==> config.mk <==
export PLATFORM = sky130hd
export DESIGN_NAME = mem_port_arbiter
export DESIGN_NICKNAME = d
export VERILOG_FILES = /design/src/rtl/armcpu_mem_pkg.sv /design/src/rtl/mem_rr_pick.sv /design/src/rtl/mem_port_arbiter.sv
export SDC_FILE = /design/constraint.sdc
export NUM_CORES = 1
export LEC_CHECK = 0
export ABC_AREA = 1
export BUFFER_PORTS_ARGS = -buffer_cell sky130_fd_sc_hd__buf_2
export CAP_MARGIN = 10
export CORE_MARGIN = 4
export CORE_UTILIZATION = 40
export DETAILED_ROUTE_END_ITERATION = 16
export PLACE_DENSITY_LB_ADDON = 0.3
export SKIP_CTS_REPAIR_TIMING = 1
export SKIP_LAST_GASP = 1
export SYNTH_ARGS = -nofsm -noshare
export SYNTH_HDL_FRONTEND = slang
export SYNTH_SLANG_ARGS = --single-unit
==> constraint.sdc <==
create_clock -name clk -period 5.75 [get_ports clk]
set_input_delay 0.575 -clock clk [delete_from_list [all_inputs] [get_ports clk]]
set_output_delay 0.575 -clock clk [all_outputs]
set_load 0.01 [all_outputs]
==> src/rtl/armcpu_mem_pkg.sv <==
// Shared types and constants for the memory port arbiter.
// Holds the FSM encoding, port ids and the read-wait default.
package armcpu_mem_pkg;

  typedef enum logic [2:0] {
    ST_IDLE     = 3'd0,
    ST_READ     = 3'd1,
    ST_WR_ISSUE = 3'd2,
    ST_WR_WAIT  = 3'd3,
    ST_DONE     = 3'd4
  } arb_state_t;

  typedef enum logic {
    PORT_IF = 1'b0,
    PORT_D  = 1'b1
  } port_id_t;

  localparam int READ_WAIT_CYCLES_DEF = 1;

  // Wide enough for the largest legal read-wait setting (7).
  localparam int CNT_W = 3;

  // Fetches are always word-aligned before reaching memory.
  function automatic logic [31:0] word_align(
    input logic [31:0] a
  );
    return a & 32'hFFFF_FFFC;
  endfunction

endpackage

==> src/rtl/mem_rr_pick.sv <==
// Two-way round-robin pick between fetch and data ports.
// Under contention the port not granted last time wins.
module mem_rr_pick
  import armcpu_mem_pkg::*;
(
  input  logic     if_req,
  input  logic     d_req,
  input  port_id_t last,
  output port_id_t grant
);

  // Lone requester wins outright; contention alternates.
  always_comb begin
    grant = PORT_IF;
    if (if_req && d_req) begin
      if (last == PORT_IF) grant = PORT_D;
      else                 grant = PORT_IF;
    end else if (d_req) begin
      grant = PORT_D;
    end
  end

endmodule

==> src/rtl/mem_port_arbiter.sv <==
// Arbitrates fetch and data ports onto one memory controller.
// One transaction at a time; acks are single-cycle pulses.
module mem_port_arbiter
  import armcpu_mem_pkg::*;
#(
  parameter int READ_WAIT_CYCLES = READ_WAIT_CYCLES_DEF
) (
  input  logic        clk,
  input  logic        rst,
  input  logic        if_req,
  input  logic [31:0] if_addr,
  output logic [31:0] if_rdata,
  output logic        if_ack,
  input  logic        d_req,
  input  logic        d_we,
  input  logic [31:0] d_addr,
  input  logic [31:0] d_wdata,
  output logic [31:0] d_rdata,
  output logic        d_ack,
  output logic        d_err,
  output logic        mem_is_write,
  output logic [31:0] mem_addr,
  output logic [31:0] mem_data_in,
  input  logic [31:0] mem_data_out,
  input  logic        mem_busy
);

  localparam logic [CNT_W:0] RWC =
    (CNT_W+1)'(READ_WAIT_CYCLES);

  arb_state_t state;
  arb_state_t state_nxt;

  port_id_t owner;
  port_id_t last;
  port_id_t pick;

  logic [31:0] addr_q;
  logic [31:0] wdata_q;
  logic [31:0] if_rdata_q;
  logic [31:0] d_rdata_q;
  logic        err_q;

  logic [CNT_W-1:0] cnt;
  logic [CNT_W:0]   cnt_inc;

  logic grant;
  logic d_unaligned;
  logic rd_hit;

  mem_rr_pick u_pick (
    .if_req (if_req),
    .d_req  (d_req),
    .last   (last),
    .grant  (pick)
  );

  assign grant       = (if_req | d_req) & ~mem_busy;
  assign d_unaligned = d_addr[1:0] != 2'b00;
  assign cnt_inc     = {1'b0, cnt} + (CNT_W+1)'(1);
  assign rd_hit      = ~mem_busy && (cnt_inc == RWC);

  // State register, cleared straight to IDLE on reset.
  always_ff @(posedge clk or posedge rst) begin
    if (rst) state <= ST_IDLE;
    else     state <= state_nxt;
  end

  // Next-state: grant in IDLE, wait out memory, single DONE.
  always_comb begin
    state_nxt = state;
    unique case (state)
      ST_IDLE: begin
        if (grant) begin
          if (pick == PORT_IF)  state_nxt = ST_READ;
          else if (d_unaligned) state_nxt = ST_DONE;
          else if (d_we)        state_nxt = ST_WR_ISSUE;
          else                  state_nxt = ST_READ;
        end
      end
      ST_READ: begin
        if (rd_hit) state_nxt = ST_DONE;
      end
      ST_WR_ISSUE: state_nxt = ST_WR_WAIT;
      ST_WR_WAIT: begin
        if (!mem_busy) state_nxt = ST_DONE;
      end
      ST_DONE: state_nxt = ST_IDLE;
      default: state_nxt = ST_IDLE;
    endcase
  end

  // Outputs decoded from state so reset clears them at once.
  always_comb begin
    if_ack       = 1'b0;
    d_ack        = 1'b0;
    d_err        = 1'b0;
    mem_is_write = 1'b0;
    if (state == ST_DONE) begin
      if_ack = owner == PORT_IF;
      d_ack  = owner == PORT_D;
      d_err  = (owner == PORT_D) && err_q;
    end
    if (state == ST_WR_ISSUE) mem_is_write = 1'b1;
  end

  assign mem_addr    = addr_q;
  assign mem_data_in = wdata_q;
  assign if_rdata    = if_rdata_q;
  assign d_rdata     = d_rdata_q;

  // Grant latching, read-wait counting and rdata capture.
  always_ff @(posedge clk or posedge rst) begin
    if (rst) begin
      owner      <= PORT_IF;
      last       <= PORT_IF;
      addr_q     <= '0;
      wdata_q    <= '0;
      err_q      <= 1'b0;
      cnt        <= '0;
      if_rdata_q <= '0;
      d_rdata_q  <= '0;
    end else begin
      unique case (state)
        ST_IDLE: begin
          cnt <= '0;
          if (grant) begin
            owner <= pick;
            last  <= pick;
            if (pick == PORT_D) begin
              addr_q  <= d_addr;
              wdata_q <= d_wdata;
              err_q   <= d_unaligned;
            end else begin
              addr_q <= word_align(if_addr);
              err_q  <= 1'b0;
            end
          end
        end
        ST_READ: begin
          if (mem_busy) cnt <= '0;
          else          cnt <= cnt_inc[CNT_W-1:0];
          if (rd_hit) begin
            if (owner == PORT_D) d_rdata_q  <= mem_data_out;
            else                 if_rdata_q <= mem_data_out;
          end
        end
        default: ;
      endcase
    end
  end

endmodule

* Word level (Yosys, flattened, before mapping)
Cells that the tools add are included.
** Word-level totals
- Register bits after elaboration :: 136
- Input bits :: 134
- Output and inout bits :: 132
- Word-level logic and storage cells :: 50
** Operators by class
- $add $sub $neg :: 1
- Equality and inequality tests :: 8
- Multiplexer cells :: 18
- Bitwise operators :: 4
- Reduce and logical (&&, ||, !) cells :: 11
** Operators with widths (count)
- 32-bit two-way mux :: 1
- 3-bit two-way mux :: 6
- 3-bit case mux with 4 select lines :: 1
- 3-bit AND reduction :: 4
- 1-bit two-way mux :: 8
- 3-bit by 2-bit equality test with 1-bit output, second input constant :: 2
- 2-bit != test, second input constant :: 3
- 3-bit case mux with 2 select lines :: 1
- 3-bit by 1-bit adder with 4-bit output, second input constant :: 1
- 4-bit by 1-bit equality test with 1-bit output, second input constant :: 1
- 2-bit nonzero test :: 2
- 3-bit by 1-bit equality test with 1-bit output, second input constant :: 1
- 3-bit equality test, second input constant :: 1
- 1-bit logical AND :: 3
- 3-bit logical NOT :: 1
- 2-bit two-way mux :: 1
- 1-bit inverter :: 2
- 2-bit AND reduction :: 1
- 1-bit AND :: 1
- 1-bit OR :: 1

* Longest topological paths before layout
Gate-level depths: netlist of run 1.
- Word-level depth :: 5
- Depth in mapped cells :: 10
- Gate-level depth less buffers :: 9

* Modules after synthesis
From an unflattened synthesis of run 1, not the netlist that was laid out.
** Unflattened totals
- Cell total of the unflattened synthesis :: 681
- Area total of the unflattened synthesis :: 5870.6 µm²
** Modules (own cells, without submodules)
- mem_port_arbiter :: instances 1, cells each 679, area an instance 5858.1 µm², seq. area each 3403.3 µm²
- mem_rr_pick :: instances 1, cells each 2, area an instance 12.5 µm², seq. area each 0.0 µm²

* Worst setup path before layout of run 1
Ideal clock, no wire load.
- Path kind :: register to output
- From :: register, netlist name last
- To :: output d_err
- Data arrival time :: 1.036 ns
- Data required time :: 5.175 ns
- Slack :: 4.139 ns
- Cell stages (with the launch flop) :: 5
- Cells stage by stage :: dfrtp_1 -> buf_4 -> inv_2 -> clkbuf_1 -> nor3_1
** RTL lines
- to (decl) :: RTL line mem_port_arbiter.sv:20 : output logic d_err,

* Worst setup path after layout of run 1
- From :: register state[1]
- To :: register wdata_q[2], in the netlist mem_data_in[2]
** Between the ends
- Word-level cells in the longest chain between the ends :: 2
** Ends and longest elaborated chain
- from (decl) :: RTL line mem_port_arbiter.sv:31 : arb_state_t state;
- from (signal assigned) :: RTL line mem_port_arbiter.sv:66 : else state <= state_nxt;
- 3-bit logical NOT :: RTL line mem_port_arbiter.sv:124 : unique case (state)
- 3-bit AND reduction (no source line)
- to (signal assigned) :: RTL line mem_port_arbiter.sv:132 : wdata_q <= d_wdata;
- to (decl) :: RTL line mem_port_arbiter.sv:39 : logic [31:0] wdata_q;
Every way passes these cells.
A chain may end at the register's enable or synchronous reset.

==> impl_metrics.toml, run 1 <==
[status]
status = "complete, no violations"

[grt]
global_route.overflow_total = 0
antenna_found_initial = 2
grt_start_max_net_pins = 79
grt_pass1_wl_um = 27460
grt_pass1_vias = 5499
grt_use_total = 0.2070

[logic_synthesis]
synth.top_cell.area_share = 0.5696
seq_area_frac_synth = 0.5696
synth_warnings = 0
yosysUniqueCellTypes = 24
synth-seq-cells = 136
synth.largest_area_cell = "sky130_fd_sc_hd__dfrtp_1"
mappedNetlistNets = 821
ys_dominant_reg_cell = "sky130_fd_sc_hd__dfrtp_1"
asyncSetResetFlopFracSynth = 1.000
cells_taking_the_most_area_after_synthesis = "sky130_fd_sc_hd__dfrtp_1, sky130_fd_sc_hd__nand2_1, sky130_fd_sc_hd__nand4_1, sky130_fd_sc_hd__o21ai_0, sky130_fd_sc_hd__nand3_1"
netlist_area_mm2 = 0.005974
post_synth.cell_area_avg_um2 = 8.722
synth-edff-count = 0
syn-instance-count = 685

[timing]
finalSetupTns_ns = 0
setup_repair_after_global_routing_missed_its_margin = "false"
fmax_mhz = 369.0
timing_worst_slew_pin_value_ns = 0.9842
timing.final.max_slew_violations = 0
timing.final.crit_period_ns = 2.710
fin_crit_sh = 0.4713
slew-limit-headroom = 0.3438
final_hold_viol_count = 0
setup_violations = 0
timing.clock.skew_ns = 0.007116

[detailed_routing]
drt.antenna.violating_nets = 0
drt-vias-per-instance = 5.049
drtIter0Drc = 323
drcViolationCount = 0
routed_wirelength_um = 17580
dr.pass1.iters = 4
dr_total_vias = 5655
wl_per_cell_um = 15.70

[cts]
clk_pin_slew_worst_paths_ns = 0.06
clock_insertion_delay_worst_skew_ns = 0.41
cts_tree = "done"
cts-htree-levels = 4
tritoncts_num_sinks = 136
clock_tree.buffer_depth = 2
clock_tree_root_driver_cell = "sky130_fd_sc_hd__clkbuf_16"
numCtsBuffers = 17

[final_layout]
final-seq-area_mm2 = 0.003403
layout.nets = 1060
areaGrowthSynthToFinish_pct = 31.79
num-fill-cells = 1407
finish.utilization = 0.5397
layout_cell_share_with_drive_strength_beyond_1 = 0.3358
multi_input_gate_area_in_the_final_layout_mm2 = 0.002212

[run]
cap_violations = 0

[power_and_ir_drop]
p_leak_nw = 4.338
worst_ir_drop_vdd_mv = 0.2200
power.density_mw_per_mm2 = 549.2

[critical_path]
path_class = "reg2reg"
cp-end-kind = "flop"
crit-reg2reg-launch = "state[1]"
critical_path.startpoint_type = "flop"
cp_data_required_time_ns = 6.05
worst_ep_arrival_time_ns = 3.01
crit_fanout = 49
setup.worst_path.start = "state[1]"

[placement]
routabilityCongestion = 0.7982
port_buf_inserts = 263
hpwl_um = 12070

[die]
std_cell_rows = 44
initial_utilization = 0.4095
floorplan.die_area_mm2 = 0.01696
core_mm2 = 0.01459
floorplan.die.width_um = 130.2
floorplan.io_pins = 266
die_height_um = 130.2

[hold_path]
tightest_hold_check_type = "in2async"
## routing by layer
metal | GRT usage | up-vias | part of all wire
li1 | - | 2770 | -
met1 | 0.2512 | 2642 | 0.40
met2 | 0.3407 | 218 | 0.49
met3 | 0.08023 | 23 | 0.098
met4 | 0.06540 | 2 | 0.015
met5 | 0 | - | 0.00074
## cell families (layout without fill, tap and decap cells)
kind of cell / Yosys count / after routing / synth area share
AO/OA/AOI/OAI: 100 / 100 / 0.08566
adder cells (fa/ha/maj): 2 / 2 / 0.004188
buffers and inverters: 71 / 321 / 0.06220
flip-flops: 136 / 136 / 0.5696
other: 0 / 1 / 0
AND/OR/NAND/NOR: 376 / 376 / 0.2783
## sequential cells by signal, indices dropped and copies added, names as in the netlist
| signal | flops |
|---|---|
| d_rdata | 32 |
| if_rdata | 32 |
| mem_addr | 32 |
| mem_data_in | 32 |
| cnt | 3 |
| state | 3 |
| err_q | 1 |
| last | 1 |
## cells in the final DEF (no fill, tap or decap)
cell,instances
sky130_fd_sc_hd__buf_4,10
sky130_fd_sc_hd__clkinvlp_4,1
sky130_fd_sc_hd__bufinv_16,2
sky130_fd_sc_hd__ha_1,2
sky130_fd_sc_hd__o21ai_0,70
sky130_fd_sc_hd__inv_2,5
sky130_fd_sc_hd__o21ai_1,26
sky130_fd_sc_hd__nor2_1,42
sky130_fd_sc_hd__a21boi_0,1
sky130_fd_sc_hd__nor3_1,1
sky130_fd_sc_hd__nand4_1,64
sky130_fd_sc_hd__clkbuf_1,2
sky130_fd_sc_hd__diode_2,1
sky130_fd_sc_hd__dfrtp_1,136
sky130_fd_sc_hd__clkinv_4,1
sky130_fd_sc_hd__a21oi_4,1
sky130_fd_sc_hd__nand2_1,219
sky130_fd_sc_hd__inv_1,12
sky130_fd_sc_hd__o22ai_1,1
sky130_fd_sc_hd__nand3_1,45
sky130_fd_sc_hd__nand3_4,1
sky130_fd_sc_hd__clkbuf_8,2
sky130_fd_sc_hd__nand2_2,1
sky130_fd_sc_hd__clkinv_2,5
sky130_fd_sc_hd__clkbuf_16,17
sky130_fd_sc_hd__buf_2,263
sky130_fd_sc_hd__inv_6,1
sky130_fd_sc_hd__nor2_4,3
sky130_fd_sc_hd__o21ai_2,1
## where the power goes
group          switching, W  internal [W]
logic               0.00107      0.000584
registers          0.000228       0.00140
clock network      0.000390      0.000652
## Yosys cell counts, types with 2 or more instances
cell                         n
sky130_fd_sc_hd__buf_1       3
sky130_fd_sc_hd__buf_2      18
sky130_fd_sc_hd__buf_4      12
sky130_fd_sc_hd__buf_6       5
sky130_fd_sc_hd__clkbuf_1   15
sky130_fd_sc_hd__dfrtp_1   136
sky130_fd_sc_hd__ha_1        2
sky130_fd_sc_hd__inv_1      13
sky130_fd_sc_hd__inv_2       5
sky130_fd_sc_hd__nand2_1   219
sky130_fd_sc_hd__nand3_1    45
sky130_fd_sc_hd__nand4_1    64
sky130_fd_sc_hd__nor2_1     42
sky130_fd_sc_hd__nor2_4      2
sky130_fd_sc_hd__o21ai_0    70
sky130_fd_sc_hd__o21ai_1    26
## worst paths after layout
check                             endpoint  slack [ns]  depth (start not counted)
max                         mem_data_in[2]        3.04                          7
min                        mem_data_in[13]        0.20                          2
max reg2reg                 mem_data_in[2]        3.04                          7
min reg2reg                 mem_data_in[0]        0.46                          2
max in group asynchronous         state[2]        4.14                          3
min in group clk           mem_data_in[20]        0.38                          3
## per-stage QoR
stage	instances	cell area, µm²	total power, W	setup slack, ns	hold slack (ns)
floorplan	685	5974	0.002631	1.536	0.5019
global placement	1089	7310	0.003285	2.855	0.4488
detailed placement	1089	7310	0.003322	2.857	0.4532
CTS	1119	7871	0.004384	2.980	0.2183
global route	1120	7874	0.004661	2.752	0.2390
finish	1120	7874	0.004324	3.040	0.2026
## critical path, stage by stage (launching register included)
cell                      delay, ns
sky130_fd_sc_hd__dfrtp_1       0.43
sky130_fd_sc_hd__inv_2         0.10
sky130_fd_sc_hd__nand3_4       0.32
sky130_fd_sc_hd__nor2_4        0.51
sky130_fd_sc_hd__buf_4         0.47
sky130_fd_sc_hd__nand2_2       0.49
sky130_fd_sc_hd__nand2_1       0.19
sky130_fd_sc_hd__nand2_1       0.07
## cell type report
class,instances,share of cell area
Inverter,18,0.009217
Clock buffer,21,0.05848
Tap cell,184,0.02924
Timing Repair Buffer,273,0.1767
Antenna cell,1,0.0003178
Clock inverter,9,0.01287
Multi-Input combinational cell,478,0.2809
Sequential cell,136,0.4322
No activity file was read; power rests on OpenSTA's default activity.
==> inputs of run 2 (changes only) <==
- clock period: 5.75 -> 2.18 ns (I/O delays scaled with it)
==> run 2 against run 1 <==
The flow now finishes with violations (hold timing); worst hold slack got worse by 0.25 ns; die area did not move; non-clock buffer count rose by 9; cell count rose by 0.98%; clock power rose to 3.0 times the previous value; critical endpoint is now d_err; worst setup slack got worse by 2.5 ns; sequential share of layout area fell by 0.98 points; routed wire length rose by 3.8%; critical path depth fell by 4; via count rose by 1.4%; largest cell class unchanged; combinational power rose to 2.7 times the previous value.
==> impl_metrics.toml, run 2 (synthesis gave the netlist of run 1 again) <==
[timing]
final_hold_viol_count = 27
fmax_mhz = 593.2
timing.final.max_slew_violations = 0
timing.clock.skew_ns = 0.008378
fin_worst_hold_slack_ns = -0.04772
fin_crit_sh = 0.7733
finalSetupTns_ns = 0
final.setup.worst_slack_ns = 0.4942
timing.final.crit_period_ns = 1.686
setup_repair_after_global_routing_missed_its_margin = "false"
slew-limit-headroom = 0.4676
timing_worst_slew_pin_value_ns = 0.7986
setup_violations = 0

[power_and_ir_drop]
worst_ir_drop_vdd_mv = 0.6370
p_leak_nw = 4.417
totalPowerFinal_w = 0.01193
power.density_mw_per_mm2 = 1481

[placement]
placedInstanceArea_mm2 = 0.007413
port_buf_inserts = 263
dp_slack_ns = 0.5247
hpwl_um = 12730
routabilityCongestion = 0.8128
placed_cells_incl_taps = 1098

[critical_path]
setup.worst_path.start = "last"
worst_ep_arrival_time_ns = 1.47
crit_fanout = 13
cp_data_required_time_ns = 1.96
cp-end-kind = "output pin"
cpPeakStageDelay_ns = 0.50
crit-reg2reg-launch = "cnt[0]"
crit_slowest_cell = "sky130_fd_sc_hd__dfrtp_1"
path_class = "reg2out"
path_cells = "inv_2, nor3_1, buf_2"
critical_path.startpoint_type = "flop"

[detailed_routing]
wl_per_cell_um = 16.13
drt-vias-per-instance = 5.072
routed_wirelength_um = 18250
dr.pass1.iters = 4
drcViolationCount = 0
drtIter0Drc = 327
drt.antenna.violating_nets = 0
dr_total_vias = 5736

[final_layout]
stdcell_count = 1131
final-seq-area_mm2 = 0.003403
layout_cell_share_with_drive_strength_beyond_1 = 0.3436
multi_input_gate_area_in_the_final_layout_mm2 = 0.002212
post-route-cell-area_mm2 = 0.008056
num-fill-cells = 1396
layout.nets = 1069
layout.cells.most_common_list = "sky130_fd_sc_hd__buf_2, sky130_fd_sc_hd__nand2_1, sky130_fd_sc_hd__dfrtp_1"
final_common_cell = "sky130_fd_sc_hd__buf_2"
areaGrowthSynthToFinish_pct = 34.85

[die]
floorplan.die_area_mm2 = 0.01696
floorplan.die.width_um = 130.2
initial_utilization = 0.4095
floorplan.io_pins = 266
std_cell_rows = 44
core_mm2 = 0.01459
die_height_um = 130.2

[status]
violated_checks = "hold timing"
status = "complete, but fails checks"

[grt]
global_route.overflow_total = 0
grt_start_max_net_pins = 137
grt_use_total = 0.2128
grt_pass1_wl_um = 28170
antenna_found_initial = 0
grt_pass1_vias = 5561

[cts]
clock_tree.buffer_depth = 2
numCtsBuffers = 17
cts_tree = "done"
tritoncts_num_sinks = 136
clk_pin_slew_worst_paths_ns = 0.06
clock_tree_root_driver_cell = "sky130_fd_sc_hd__clkbuf_16"
cts-htree-levels = 4
clock_insertion_delay_worst_skew_ns = 0.42

[hold_path]
tightest_hold_check_type = "in2async"

[run]
cap_violations = 0
-- run 2: cell type report --
cell class | count | share of cell area
multi-input combinational | 478 | 0.2746
clock buffer | 22 | 0.05886
sequential | 136 | 0.4224
clock inverter | 10 | 0.02066
inverter | 18 | 0.008852
timing repair buffer | 282 | 0.1857
antenna | 1 | 0.0003106
tap | 184 | 0.02858
-- run 2: final timing paths --
path / to / slack, ns / cells after the start
max reg2reg: if_rdata[30] / 0.53 / 9
max in group asynchronous: if_rdata[18] / 1.56 / 3
min in group clk: mem_data_in[20] / 0.03 / 3
min: if_rdata[15] / -0.05 / 3
max: d_err / 0.49 / 3
min reg2reg: d_rdata[5] / 0.46 / 2
-- run 2: routing by layer --
layer	global-route usage	wire, µm
met1	0.2607	7179
met2	0.3552	9001
met3	0.07532	1773
met4	0.06235	293
met5	0	0
-- run 2: metrics by stage --
step,hold slack [ns],util
after floorplan,0.3557,-
after global placement,0.4467,0.5081
after detailed placement,0.4511,0.5081
after CTS,0.01475,0.5521
after global routing,0.01685,0.5521
final,-0.04772,0.5522
-- run 2: critical path: cells and delay by family (launching register included) --
kind / cells / cell delay, ns
buf+inv: 2 / 0.36
flops: 1 / 0.50
simple gates: 1 / 0.20
-- run 2: power by group --
part	switching [W]	internal, W	leakage (nW)
sequential	0.000644	0.00369	1.71
clock	0.00110	0.00201	0.307
combinational	0.00283	0.00166	2.40
==> inputs of run 3 (changes only) <==
- clock period: 2.18 -> 1.45 ns (I/O delays scaled with it)
==> run 3 against run 2 <==
The run ends with hold timing, setup timing left; utilization increased by 7.8 points; worst setup slack got worse by 0.65 ns; critical endpoint is now if_rdata[30]; combinational power increased by 78%; global-route usage decreased by 0.17 points; sequential share of layout area decreased by 5.2 points; design area increased by 14%; die area unchanged; cell count increased by 8.0%; critical path depth increased by 7; sequential power increased by 51%; clock power increased by 31%; total power increased by 56%.
==> impl_metrics.toml, run 3 (synthesis gave the netlist of run 1 again) <==
[cts]
clock_tree.buffer_depth = 2
clock_insertion_delay_worst_skew_ns = 0.42
tritoncts_num_sinks = 136
cts-htree-levels = 4
cts_tree = "done"
clock_tree_root_driver_cell = "sky130_fd_sc_hd__clkbuf_16"
clk_pin_slew_worst_paths_ns = 0.06
numCtsBuffers = 17

[die]
std_cell_rows = 44
initial_utilization = 0.4095
floorplan.io_pins = 266
die_height_um = 130.2
floorplan.die.width_um = 130.2
floorplan.die_area_mm2 = 0.01696
core_mm2 = 0.01459

[timing]
final.setup.worst_slack_ns = -0.1543
fin_crit_sh = 1.106
fmax_mhz = 623.3
final_hold_viol_count = 14
fin_worst_hold_slack_ns = -0.01879
timing.clock.skew_ns = 0.01090
setup_violations = 65
setup_repair_after_global_routing_missed_its_margin = "true"
timing.final.max_slew_violations = 0
timing_worst_slew_pin_value_ns = 0.4339
slew-limit-headroom = 0.7107
timing.final.crit_period_ns = 1.604

[critical_path]
path_class = "reg2reg"
reg2reg_setup_slack_ns = -0.15
critical_path.startpoint_type = "flop"
crit_fanout = 8
worst_ep_arrival_time_ns = 1.95
cp_data_required_time_ns = 1.80
cp-end-kind = "flop"

[grt]
grt_pass1_vias = 5424
global_route.overflow_total = 0
grt_use_total = 0.2111
antenna_found_initial = 0
grt_pass1_wl_um = 27900
grt_start_max_net_pins = 81

[hold_path]
tightest_hold_check_type = "in2reg"

[status]
status = "complete, but fails checks"
violated_checks = "hold timing, setup timing"

[detailed_routing]
drcViolationCount = 0
wl_per_cell_um = 17.15
drt.antenna.violating_nets = 0
drt-vias-per-instance = 5.205
routed_wirelength_um = 20960
dr.pass1.iters = 7
drtIter0Drc = 488
dr_total_vias = 6360

[final_layout]
layout_cell_share_with_drive_strength_beyond_1 = 0.3591
layout.cells.most_common_list = "sky130_fd_sc_hd__buf_2, sky130_fd_sc_hd__nand2_1, sky130_fd_sc_hd__dfrtp_1"
finish.utilization = 0.6307
num-fill-cells = 1221
final_common_cell = "sky130_fd_sc_hd__buf_2"
areaGrowthSynthToFinish_pct = 54.01
layout.nets = 1160

[power_and_ir_drop]
p_leak_nw = 4.914
totalPowerFinal_w = 0.01862
power.density_mw_per_mm2 = 2023
worst_ir_drop_vdd_mv = 1.035

[placement]
hpwl_um = 13020
port_buf_inserts = 263
routabilityCongestion = 0.8126

[run]
cap_violations = 0
run 3: cell count changes in the layout (fill, tap and decap cells not counted), sizes merged:
cell	previous run	this run
clkinv	3	4
clkbuf	22	30
clkinvlp	3	6
bufinv	4	1
diode	1	2
dlygate4sd3	0	57
buf	282	306
run 3: metrics by stage:
step / TNS [ns] / cell area (µm²) / setup WS (ns) / hold slack, ns / std cells
2_1_floorplan: -52.79 / 5978 / -0.3881 / 0.2827 / 685
3_3_place_gp: -4.700 / 7584 / -0.1198 / 0.2808 / 1109
3_5_place_dp: -5.335 / 7584 / -0.1425 / 0.2863 / 1109
4_1_cts: -6.210 / 8140 / -0.2136 / -0.1639 / 1140
5_1_grt: -13.97 / 9196 / -0.2579 / -0.0002378 / 1220
6_report: -7.821 / 9201 / -0.1543 / -0.01879 / 1222
run 3: final cells by class:
class	count	area (µm²)	share of cell area
Clock inverter	11	100.1	0.01088
Clock buffer	20	456.7	0.04963
Antenna cell	2	5.005	0.0005439
Inverter	18	71.32	0.007751
Sequential cell	136	3405	0.3700
Tap cell	184	230.2	0.02502
Timing Repair Buffer	373	2644	0.2873
Multi-Input combinational cell	478	2290	0.2488
run 3: critical path, stage by stage, from the launching register on:
cell                      delay (ns)
sky130_fd_sc_hd__dfrtp_1        0.40
sky130_fd_sc_hd__inv_2          0.09
sky130_fd_sc_hd__ha_4           0.13
sky130_fd_sc_hd__inv_2          0.04
sky130_fd_sc_hd__nor2_4         0.11
sky130_fd_sc_hd__nand2_2        0.07
sky130_fd_sc_hd__nor2_4         0.20
sky130_fd_sc_hd__buf_12         0.18
sky130_fd_sc_hd__buf_12         0.13
sky130_fd_sc_hd__nand4_1        0.11
sky130_fd_sc_hd__nand2_1        0.09
run 3: path summary, 6_finish.rpt:
check | from | endpoint | cells after the start
worst min register to register | if_rdata[19] | if_rdata[19] | 2
worst max register to register | cnt[1] | if_rdata[30] | 10
min in group asynchronous | rst | mem_addr[8] | 4
worst min-delay path | d_wdata[27] | mem_data_in[27] | 3
max in group asynchronous | rst | last | 4
worst max-delay path | cnt[1] | if_rdata[30] | 10
run 3: layer usage:
metal  GRT usage  routed length [µm]
met5           0                   0
met4     0.07518                 478
met3     0.06549                1957
met2      0.3361               10440
met1      0.2731                8085
run 3: where the power goes:
group	total (W)	switching (W)	internal, W	leakage, nW
logic	0.00799	0.00466	0.00333	2.95
clock network	0.00407	0.00164	0.00243	0.260
registers	0.00655	0.000991	0.00556	1.71
total	0.0186	0.00729	0.0113	4.91
